**config.mk**
```make
export PLATFORM = sky130hd
export DESIGN_NAME = alu_issue_ctrl
export DESIGN_NICKNAME = d
export VERILOG_FILES = /design/src/rtl/alu_issue_ctrl.sv
export SDC_FILE = /design/constraint.sdc
export NUM_CORES = 1
export LEC_CHECK = 0
export CORE_ASPECT_RATIO = 1.5
export CORE_MARGIN = 2
export CORE_UTILIZATION = 36
export CTS_BUF_LIST = sky130_fd_sc_hd__clkbuf_4 sky130_fd_sc_hd__clkbuf_8 sky130_fd_sc_hd__clkbuf_16
export CTS_CLUSTER_DIAMETER = 120
export DETAILED_ROUTE_END_ITERATION = 10
export PLACE_DENSITY_LB_ADDON = 0.25
export SLEW_MARGIN = 15
export SYNTH_ARGS = -nofsm -noshare
export SYNTH_HDL_FRONTEND = slang
export SYNTH_SLANG_ARGS = --single-unit
```
**constraint.sdc**
```tcl
create_clock -name clk -period 1.8 [get_ports clk]
set_input_delay 0.18 -clock clk [delete_from_list [all_inputs] [get_ports clk]]
set_output_delay 0.18 -clock clk [all_outputs]
set_load 0.03 [all_outputs]
```
**src/rtl/alu_issue_ctrl.sv**
```systemverilog
// rtl/alu_issue_ctrl.sv - decodes an instruction, drives the ALU, captures the result as a writeback record.
// Optional feature macro ALU_ISSUE_ADDU_EN adds ADDU/ADDIU decode with overflow ignored.
module alu_issue_ctrl #(
  parameter int SETTLE_CYCLES = 1
) (
  input  logic        clk,
  input  logic        rst,
  input  logic        in_valid,
  output logic        in_ready,
  input  logic [31:0] instr,
  input  logic [31:0] rs_val,
  input  logic [31:0] rt_val,
  output logic [31:0] T1,
  output logic [31:0] T2,
  output logic [4:0]  shamt,
  output logic [3:0]  ALUOp,
  input  logic [31:0] alu_result,
  input  logic        alu_ov,
  output logic        wb_valid,
  input  logic        wb_ready,
  output logic        wb_we,
  output logic [4:0]  wb_addr,
  output logic [31:0] wb_data,
  output logic        exc_ov,
  output logic        exc_ill
);

  typedef enum logic [1:0] {IDLE, DRIVE, RESP} state_t;

  localparam logic [3:0] CNT_INIT = 4'(SETTLE_CYCLES - 1);

  localparam logic [3:0] OP_AND = 4'b0000, OP_OR  = 4'b0001, OP_ADD = 4'b0010, OP_NOR = 4'b0011;
  localparam logic [3:0] OP_SLL = 4'b0100, OP_SRL = 4'b0101, OP_SLT = 4'b0111, OP_LUI = 4'b1000;

  state_t      state_q, state_d;
  logic [3:0]  cnt_q, cnt_d;
  logic        in_ready_q, in_ready_d;
  logic [31:0] t1_q, t1_d, t2_q, t2_d, wb_data_q, wb_data_d;
  logic [4:0]  shamt_q, shamt_d, wb_addr_q, wb_addr_d;
  logic [3:0]  aluop_q, aluop_d;
  logic        wb_valid_q, wb_valid_d, wb_we_q, wb_we_d;
  logic        exc_ov_q, exc_ov_d, exc_ill_q, exc_ill_d;
  logic        ovchk_q, ovchk_d;

  logic [5:0]  opcode, funct;
  logic [31:0] imm_s, imm_z;
  logic [3:0]  dec_aluop;
  logic [31:0] dec_t2;
  logic [4:0]  dec_shamt, dec_dest;
  logic        dec_ill, dec_ovchk, ov_hit;

  assign opcode = instr[31:26];
  assign funct  = instr[5:0];
  assign imm_s  = {{16{instr[15]}}, instr[15:0]};
  assign imm_z  = {16'h0000, instr[15:0]};

  always_comb begin
    dec_aluop = OP_AND;
    dec_t2    = rt_val;
    dec_shamt = 5'd0;
    dec_dest  = instr[20:16];
    dec_ill   = 1'b0;
    dec_ovchk = 1'b0;
    if (opcode == 6'h00) begin
      dec_dest  = instr[15:11];
      dec_shamt = instr[10:6];
      case (funct)
        6'h24: dec_aluop = OP_AND;
        6'h25: dec_aluop = OP_OR;
        6'h20: begin dec_aluop = OP_ADD; dec_ovchk = 1'b1; end
        6'h27: dec_aluop = OP_NOR;
        6'h00: dec_aluop = OP_SLL;
        6'h02: dec_aluop = OP_SRL;
        6'h2A: dec_aluop = OP_SLT;
`ifdef ALU_ISSUE_ADDU_EN
        6'h21: dec_aluop = OP_ADD;
`endif
        default: dec_ill = 1'b1;
      endcase
    end else begin
      case (opcode)
        6'h08: begin dec_aluop = OP_ADD; dec_t2 = imm_s; dec_ovchk = 1'b1; end
        6'h0C: begin dec_aluop = OP_AND; dec_t2 = imm_z; end
        6'h0D: begin dec_aluop = OP_OR;  dec_t2 = imm_z; end
        6'h0A: begin dec_aluop = OP_SLT; dec_t2 = imm_s; end
        6'h0F: begin dec_aluop = OP_LUI; dec_t2 = imm_z; end
`ifdef ALU_ISSUE_ADDU_EN
        6'h09: begin dec_aluop = OP_ADD; dec_t2 = imm_s; end
`endif
        default: dec_ill = 1'b1;
      endcase
    end
  end

  // Overflow only matters for the trapping adds; every other op ignores alu_ov.
  assign ov_hit = ovchk_q & alu_ov;

  always_comb begin
    state_d    = state_q;
    cnt_d      = cnt_q;
    in_ready_d = in_ready_q;
    t1_d       = t1_q;
    t2_d       = t2_q;
    shamt_d    = shamt_q;
    aluop_d    = aluop_q;
    wb_valid_d = wb_valid_q;
    wb_we_d    = wb_we_q;
    wb_addr_d  = wb_addr_q;
    wb_data_d  = wb_data_q;
    exc_ov_d   = exc_ov_q;
    exc_ill_d  = exc_ill_q;
    ovchk_d    = ovchk_q;
    case (state_q)
      IDLE: begin
        if (in_valid) begin
          t1_d       = rs_val;
          t2_d       = dec_t2;
          shamt_d    = dec_shamt;
          aluop_d    = dec_aluop;
          wb_addr_d  = dec_dest;
          ovchk_d    = dec_ovchk;
          cnt_d      = CNT_INIT;
          in_ready_d = 1'b0;
          wb_we_d    = 1'b0;
          wb_data_d  = 32'd0;
          exc_ov_d   = 1'b0;
          exc_ill_d  = dec_ill;
          if (dec_ill) begin
            wb_valid_d = 1'b1;
            state_d    = RESP;
          end else begin
            state_d    = DRIVE;
          end
        end
      end
      DRIVE: begin
        if (cnt_q == 4'd0) begin
          wb_data_d  = alu_result;
          exc_ov_d   = ov_hit;
          wb_we_d    = !ov_hit && (wb_addr_q != 5'd0);
          wb_valid_d = 1'b1;
          state_d    = RESP;
        end else begin
          cnt_d = cnt_q - 4'd1;
        end
      end
      RESP: begin
        if (wb_ready) begin
          wb_valid_d = 1'b0;
          in_ready_d = 1'b1;
          state_d    = IDLE;
        end
      end
      default: state_d = IDLE;
    endcase
  end

  always_ff @(posedge clk) begin
    if (rst) begin
      state_q    <= IDLE;
      cnt_q      <= 4'd0;
      in_ready_q <= 1'b1;
      t1_q       <= 32'd0;
      t2_q       <= 32'd0;
      shamt_q    <= 5'd0;
      aluop_q    <= 4'b0000;
      wb_valid_q <= 1'b0;
      wb_we_q    <= 1'b0;
      wb_addr_q  <= 5'd0;
      wb_data_q  <= 32'd0;
      exc_ov_q   <= 1'b0;
      exc_ill_q  <= 1'b0;
      ovchk_q    <= 1'b0;
    end else begin
      state_q    <= state_d;
      cnt_q      <= cnt_d;
      in_ready_q <= in_ready_d;
      t1_q       <= t1_d;
      t2_q       <= t2_d;
      shamt_q    <= shamt_d;
      aluop_q    <= aluop_d;
      wb_valid_q <= wb_valid_d;
      wb_we_q    <= wb_we_d;
      wb_addr_q  <= wb_addr_d;
      wb_data_q  <= wb_data_d;
      exc_ov_q   <= exc_ov_d;
      exc_ill_q  <= exc_ill_d;
      ovchk_q    <= ovchk_d;
    end
  end

  assign in_ready = in_ready_q;
  assign T1       = t1_q;
  assign T2       = t2_q;
  assign shamt    = shamt_q;
  assign ALUOp    = aluop_q;
  assign wb_valid = wb_valid_q;
  assign wb_we    = wb_we_q;
  assign wb_addr  = wb_addr_q;
  assign wb_data  = wb_data_q;
  assign exc_ov   = exc_ov_q;
  assign exc_ill  = exc_ill_q;

endmodule

```
# Word level (Yosys, flattened, before mapping)
# Index checks and enable logic that the tools add are counted.
# Widths: inputs -> output; s select.
[totals] register_bits=122 in_bits=133 output_inout_bits=115 elab_cells=90
[op_classes] addsub=1 eq_ne=18 n_mux=36 bitwise_logic=1 n_reduce_logical=20
[op_table] cell="$pmux 32 s2" n=2
[op_table] cell="$mux 32" n=3
[op_table] cell="$eq 6x4->1 const B" n=5
[op_table] cell="$eq 6x6->1 const B" n=5
[op_table] cell="$pmux 3 s6" n=1
[op_table] cell="$pmux 4 s4" n=1
[op_table] cell="$mux 1" n=14
[op_table] cell="$logic_not 6->1" n=2
[op_table] cell="$mux 4" n=3
[op_table] cell="$reduce_and 3->1" n=4
[op_table] cell="$mux 5" n=2
[op_table] cell="$ne 2x2->1 const B" n=5
[op_table] cell="$mux 2" n=4
[op_table] cell="$pmux 4 s2" n=1
[op_table] cell="$reduce_or 7->1" n=1
[op_table] cell="$eq 6x2->1 const B" n=1
[op_table] cell="$pmux 1 s2" n=3
[op_table] cell="$pmux 2 s3" n=1
[op_table] cell="$reduce_and 5->1" n=1
[op_table] cell="$reduce_bool 5->1" n=1
[op_table] cell="$reduce_or 5->1" n=1
[op_table] cell="$logic_not 4->1" n=1
[op_table] cell="$reduce_bool 2->1" n=2
[op_table] cell="$sub 4x1->4 const B" n=1
[op_table] cell="other kinds (11)" n=11

# Longest topological paths before layout
# Gate-level depths: netlist of run 1.
[depth] ltp_word=7 mapped_depth=9 mapped_depth_nobuf=7

# Worst setup path after synthesis of run 1
# Ideal clock, no wire load.
[synth_path] path_type="input to register" from="in instr[26]" to="reg wb_valid_q (netlist: wb_valid)" setup_time_ns=0.123 t_arrival_ns=1.653 required_time_ns=1.677 setup_slack_ns=0.023 stages=5 path_buffers=0 cell_sequence="or4_4 -> a2111oi_4 -> a21boi_2 -> o21ai_1 -> mux2_1"
[synth_via] elab_chain_len=6
[synth_lines] item="from (decl)" line="10" rtl="input logic [31:0] instr,"
[synth_lines] item="$eq 6x4->1" line="81" rtl="case (opcode)"
[synth_lines] item="$reduce_or 5->1 (no line)"
[synth_lines] item="$mux 1" line="81"
[synth_lines] item="$mux 1 *" line="64" rtl="if (opcode == 6'h00) begin"
[synth_lines] item="$ne 2x2->1 (no line) *"
[synth_lines] item="$reduce_and 5->1 (no line) *"
[synth_lines] item="to (signal assigned)" line="182" rtl="wb_valid_q <= wb_valid_d;"
[synth_lines] item="to (decl)" line="41" rtl="logic wb_valid_q, wb_valid_d, wb_we_q, wb_we_d;"
# Every way passes the cells marked *; elsewhere a longest branch is shown, timed or not.
# A chain may end at the register's enable or synchronous reset.

# Worst setup path in the final report of run 1
[layout_path] from="reg cnt_q[0]" to="reg wb_data_q[29] (netlist: wb_data[29])"
[layout_via] elab_chain_len=3
[layout_lines] item="from (decl)" line="36" rtl="logic [3:0] cnt_q, cnt_d;"
[layout_lines] item="from (signal assigned)" line="176" rtl="cnt_q <= cnt_d;"
[layout_lines] item="$logic_not 4->1" line="137" rtl="if (cnt_q == 4'd0) begin"
[layout_lines] item="$ne 2x2->1 (no line)"
[layout_lines] item="$reduce_and 3->1 (no line)"
[layout_lines] item="to (signal assigned)" line="185" rtl="wb_data_q <= wb_data_d;"
[layout_lines] item="to (decl)" line="38" rtl="logic [31:0] t1_q, t1_d, t2_q, t2_d, wb_data_q, wb_data_d;"
# No other way between the ends.

==> results of run 1 <==
## per-layer routing
layer / wire [um] / track usage [%] / vias to the layer above
met1: 6030 / 22.7 / 2385
met5: 0 / 0 / -
met4: 296 / 7.67 / 0
met3: 1110 / 6.42 / 20
met2: 8270 / 38.3 / 210
li1: - / - / 2574
## cell usage after synthesis (2+ instances only)
| cell | count | area share [%] |
|---|---|---|
| inv_1 | 8 | 0.61 |
| dfxtp_1 | 122 | 50 |
| nand2_1 | 122 | 9.3 |
| a22o_1 | 2 | 0.36 |
| o21ai_0 | 4 | 0.41 |
| nand4_1 | 2 | 0.25 |
| xor2_1 | 2 | 0.36 |
| nand3b_1 | 2 | 0.31 |
| o21bai_1 | 2 | 0.31 |
| mux2i_1 | 17 | 3.5 |
| a21oi_1 | 95 | 9.7 |
| xnor2_1 | 2 | 0.36 |
| a311oi_1 | 6 | 1.1 |
| a32oi_1 | 2 | 0.36 |
| buf_2 | 2 | 0.20 |
| nor3_1 | 22 | 2.2 |
| ha_1 | 4 | 1.0 |
| a211oi_1 | 17 | 2.6 |
| nor2b_1 | 4 | 0.51 |
| or2_2 | 2 | 0.25 |
| nand4b_1 | 2 | 0.36 |
| clkbuf_1 | 41 | 3.1 |
| buf_1 | 2 | 0.15 |
| nand3_1 | 40 | 4.1 |
| nor3b_1 | 3 | 0.46 |
| nor2_1 | 55 | 4.2 |
## sequential cells by signal, summed over array words and instances (netlist names), 2 cells and up
signal   count
T2          32
cnt_q        4
state_q      2
shamt        5
ALUOp        4
wb_data     32
wb_addr      5
T1          32
## area by class of cell
type	instances	share of cell area [%]
clock buffers	21	5.61
repair buffers	278	33.2
well taps	162	2.40
multi-input cells	428	27.0
clock inverters	11	2.55
inverters	8	0.355
flip-flops and latches	122	28.9
## report_power, final
group / switching, W / internal [W]
clock network: 0.00121 / 0.00272
registers: 0.000110 / 0.00289
logic: 0.000996 / 0.000863
## cells in the final DEF, fill, tap and decap left out, types with 3 or more instances in the layout
cell type and instances:
clkbuf_8 3, a211oi_1 17, o21ai_0 4, buf_4 28, ha_1 3, nand2_1 122
dfxtp_1 122, a21oi_1 94, nor2b_1 3, clkbuf_16 17, inv_1 8, dlymetal6s2s_1 4
bufinv_16 6, clkdlybuf4s50_1 237, nor3_1 22, a311oi_1 6, nor2_1 54, mux2i_1 16
buf_12 8, nand3_1 39
## worst register-to-register path, stage by stage (launching register included)
cell and delay (ps):
dfxtp_1 330, inv_1 80, ha_1 180, nor3b_4 240, nor2b_2 100, or2_2 330
buf_12 170, nand2_1 90, a21oi_1 60
## kinds of logic (layout without fill, tap and decap cells)
family,count (synthesis),in the layout,synth area share [%]
AOI/OAI and AO/OA,136,136,16.5
DFF,122,122,49.7
xor gates and xnor gates,4,4,0.714
adders and majority gates,4,4,1.02
and+or+nand+nor,266,266,23.9
buffers and inverters,55,318,4.49
muxes,18,18,3.70
## through the flow
stage	area [um2]	std cells
floorplan	4910	605
global placement	7710	996
detailed placement	7710	996
CTS	8400	1028
global route	8460	1030
finish	8460	1030
## worst paths after layout
| check | start | end | slack [ps] | depth (start not counted) |
|---|---|---|---|---|
| max | cnt_q[0]$_SDFFE_PP0P_ | wb_data[29]$_SDFFE_PP0P_ | 100 | 8 |
| min | rst | cnt_q[1]$_SDFFE_PP0P_ | 190 | 2 |
| max reg2reg | cnt_q[0]$_SDFFE_PP0P_ | wb_data[29]$_SDFFE_PP0P_ | 100 | 8 |
| min reg2reg | wb_data[27]$_SDFFE_PP0P_ | wb_data[27]$_SDFFE_PP0P_ | 450 | 2 |
## timing repair
item                                    CTS  global route
buffers inserted                          0             2
resized for setup                         1            11
hold endpoints to repair                  0             0
endpoints found under the setup margin    6            56
gates cloned                              0             0
pin swaps                                 4             4
==> results_dict.tcl, run 1 <==
set metrics [dict create \
    rows 52 \
    cts_buffer_depth 2 \
    clock_skew_ps 5.39 \
    slowest_stage "dfxtp_1" \
    crit_chain "inv_1, ha_1, nor3b_4, nor2b_2, or2_2, buf_12, nand2_1, a21oi_1" \
    syn_avg_cell_area_um2 8.12 \
    hold_class "primary input to flip-flop" \
    status "complete, no violations" \
    grt_remaining_overflow 0 \
    track_usage_pct 21.1 \
    die_w_um 99.4 \
    power_density_nw_per_um2 1040 \
    maxCapViolations 0 \
    post_drt_wl_per_cell_um 15.2 \
    cts_root_buf "clkbuf_16" \
    clock_sinks 122 \
    fin_crit_ps 1700 \
    gp_congestion 0.803 \
    yosys_warnings 0 \
    fin_crit_sh_pct 94.6 \
    dp_hpwl_um 11400 \
    finalPower_w 0.00880 \
    final_util_pct 63.1 \
    drt_iter0_drc 146 \
    clkTransAtPathRegs_ps 50 \
    ys_seq_area_share_pct 49.7 \
    layout_setup_ws_ps 96.9 \
    grt_pass1_vias 5117 \
    crit_arrival_ps 1970 \
    routed_via_density 5.04 \
    worst_pin_slew_ps 418 \
    io_buffers 242 \
    cts_buffers 17 \
    relSlewSlack_pct 72.1 \
    cpLargestDelayFamily "simple AND/OR/NAND/NOR gates" \
    drc_errors 0 \
    end_kind "flip-flop" \
    path_class "flip-flop to flip-flop" \
    die_area_um2 14600 \
    core_um2 13400 \
    start_util_pct 36.6 \
    syn_area_um2 4910 \
    crit_buf_inv 2 \
    die_y_um 147 \
    synth_edf_count 0 \
    tns_ps 0 \
    vias 5189 \
    path_max_fanout 34 \
    hold_viol 0 \
    synth_ff_type "dfxtp_1" \
    fin_nets 992 \
    worst_hold_slack_ps 195 \
    antenna_found_initial 0 \
    seq_area_um2 2440 \
    routed_wirelength_um 15700 \
    preCtsSetupSlack_ps -510 \
    critPathLaunchType "flip-flop" \
    synthCells 605 \
    grt_start_max_net_pins 46 \
    max_freq_ghz 0.587 \
    async_flop_share_pct 0 \
    antennaDiodeCount 0 \
    worst_skew_pair.late_latency_ps 400 \
    pin_count 248 \
    fill_cells 1157 \
    grt_pass1_wl_um 24900 \
    multiInputGateArea_um2 2290 \
    power.leakage_nw 3.24 \
    area_delta_synth_final_pct 72.2 \
    critPathMaxStageDelay_ps 330 \
    drive_gt1_share_pct 9.91 \
    finalSetupViolCount 0 \
    cts_hold_buf 0 \
    ys_seq_elements 122 \
    drtPass1Iterations 5 \
    final_antenna_net_count 0 \
    synth_cell_types 49 \
    slew_viol_final 0 \
    peakVddDrop_mv 0.610 \
    crit_required_ps 2070 \
    syn_nets 742 \
    htreeDepth 4 \
    tritoncts "yes" \
]
Note: power is estimated with default switching activity, not from simulation.
==> inputs of run 2 (changes only) <==
CORE_MARGIN = 5   (was 2)
==> results_dict.tcl, run 2 (synthesis results as in run 1) <==
set metrics [dict create \
    hold_viol 0 \
    tns_ps 0 \
    drt_iter0_drc 166 \
    crit_start "instr[26]" \
    layout_common_cells "238 x clkdlybuf4s50_1, 122 x dfxtp_1, 122 x nand2_1" \
    fin_crit_sh_pct 95.5 \
    crit_required_ps 2090 \
    reg2reg_slack_ps 110 \
    layout_setup_ws_ps 81.7 \
    hp-start "rst" \
    post_drt_wl_per_cell_um 16.0 \
    hold_class "primary input to flip-flop" \
    grt_remaining_overflow 0 \
    crit_arrival_ps 2010 \
    end_kind "flip-flop" \
    io_buffers 242 \
    tritoncts "yes" \
    vias 5142 \
    status "complete, no violations" \
    cts_buffers 17 \
    timing.rr.start "state_q[1]$_SDFFE_PP0P_" \
    critPathLaunchType "primary input" \
    start_util_pct 36.5 \
    rr_worst_depth 7 \
    relSlewSlack_pct 72.8 \
    antennaDiodeCount 0 \
    cts_root_buf "clkbuf_16" \
    cts_hold_buf 0 \
    grt_pass1_wl_um 26500 \
    die_y_um 153 \
    pin_count 248 \
    track_usage_pct 20.2 \
    fin_nets 992 \
    fill_cells 1138 \
    worst_skew_pair.late_latency_ps 400 \
    power.leakage_nw 3.22 \
    drc_errors 0 \
    hold_depth 2 \
    cts_buffer_depth 2 \
    path_max_fanout 2 \
    core_um2 13500 \
    final_common_cell "clkdlybuf4s50_1" \
    gp_congestion 0.774 \
    finalSetupViolCount 0 \
    rsz0062_at_grt "no" \
    path_class "primary input to flip-flop" \
    final_antenna_net_count 0 \
    grt_start_max_net_pins 50 \
    drive_gt1_share_pct 9.91 \
    clock_sinks 122 \
    preCtsSetupSlack_ps -495 \
    clkTransAtPathRegs_ps 60 \
    routed_wirelength_um 16500 \
    clock_skew_ps 10.1 \
    slew_viol_final 0 \
    rows 52 \
    area_delta_synth_final_pct 71.4 \
    max_freq_ghz 0.582 \
    maxCapViolations 0 \
    drtPass1Iterations 4 \
    power_density_nw_per_um2 1010 \
    dp_hpwl_um 12400 \
    routed_via_density 4.99 \
    rr_endpoint "wb_data[23]$_SDFFE_PP0P_" \
    antenna_found_initial 0 \
    peakVddDrop_mv 0.622 \
    die_w_um 105 \
    fin_crit_ps 1720 \
    die_area_um2 16100 \
    htreeDepth 4 \
    hold_path_end "cnt_q[1]$_SDFFE_PP0P_" \
    grt_pass1_vias 5385 \
    worst_pin_slew_ps 404 \
]
run 2: report_power, final:
group / total, W / internal [W] / switching [W] / leakage, nW
logic: 0.00187 / 0.000869 / 0.00100 / 1.90
clock network: 0.00364 / 0.00244 / 0.00120 / 0.312
registers: 0.00300 / 0.00289 / 0.000108 / 0.998
run 2: per-layer routing:
layer  global-route usage, %  share of wire [%]  vias up
li1                        -                  -     2564
met5                       0                  0        -
met4                    7.07                1.8        0
met2                    37.8                 54      170
met1                    21.1                 38     2389
met3                    5.78                6.3       19
run 2: worst max path at each step:
stage / end / slack [ps] / cells past startpoint
after floorplan: wb_valid$_SDFFE_PP0P_ / 20 / 5
after global placement: wb_valid$_SDFFE_PP0P_ / -450 / 6
after detailed placement: wb_valid$_SDFFE_PP0P_ / -490 / 6
after CTS: wb_valid$_SDFFE_PP0P_ / 10 / 6
after global routing: wb_we$_SDFFE_PP0P_ / 20 / 7
final: wb_valid$_SDFFE_PP0P_ / 80 / 6
run 2: layout make-up:
type / count / area [um2] / area share, %
timing repair buffer: 278 / 2820 / 33.5
sequential: 122 / 2440 / 29.0
multi-input combinational: 428 / 2270 / 27.0
clock buffer: 21 / 474 / 5.64
tap: 162 / 203 / 2.41
clock inverter: 11 / 168 / 1.99
inverter: 8 / 30.0 / 0.357
run 2: critical path, stage by stage:
cell	delay, ps
clkdlybuf4s50_1	430
or4_4	460
a2111oi_4	370
a21boi_2	100
o21ai_1	140
mux2_1	320
run 2: repair_timing:
action	CTS	global route
gates resized for setup	0	8
endpoints found under the setup margin	1	38
pin swaps	1	4
setup buffers	1	0
hold endpoints to repair	0	0
run 2: stage by stage:
step	utilization [%]	power, W	hold slack, ps	instance area, um2	cells
after floorplan	-	0.00398	316	4910	605
after global placement	57.5	0.00488	438	7740	997
after detailed placement	57.5	0.00493	443	7740	997
after CTS	62.3	0.00859	145	8390	1030
after global routing	62.5	0.00887	175	8410	1030
final	62.5	0.00851	160	8410	1030
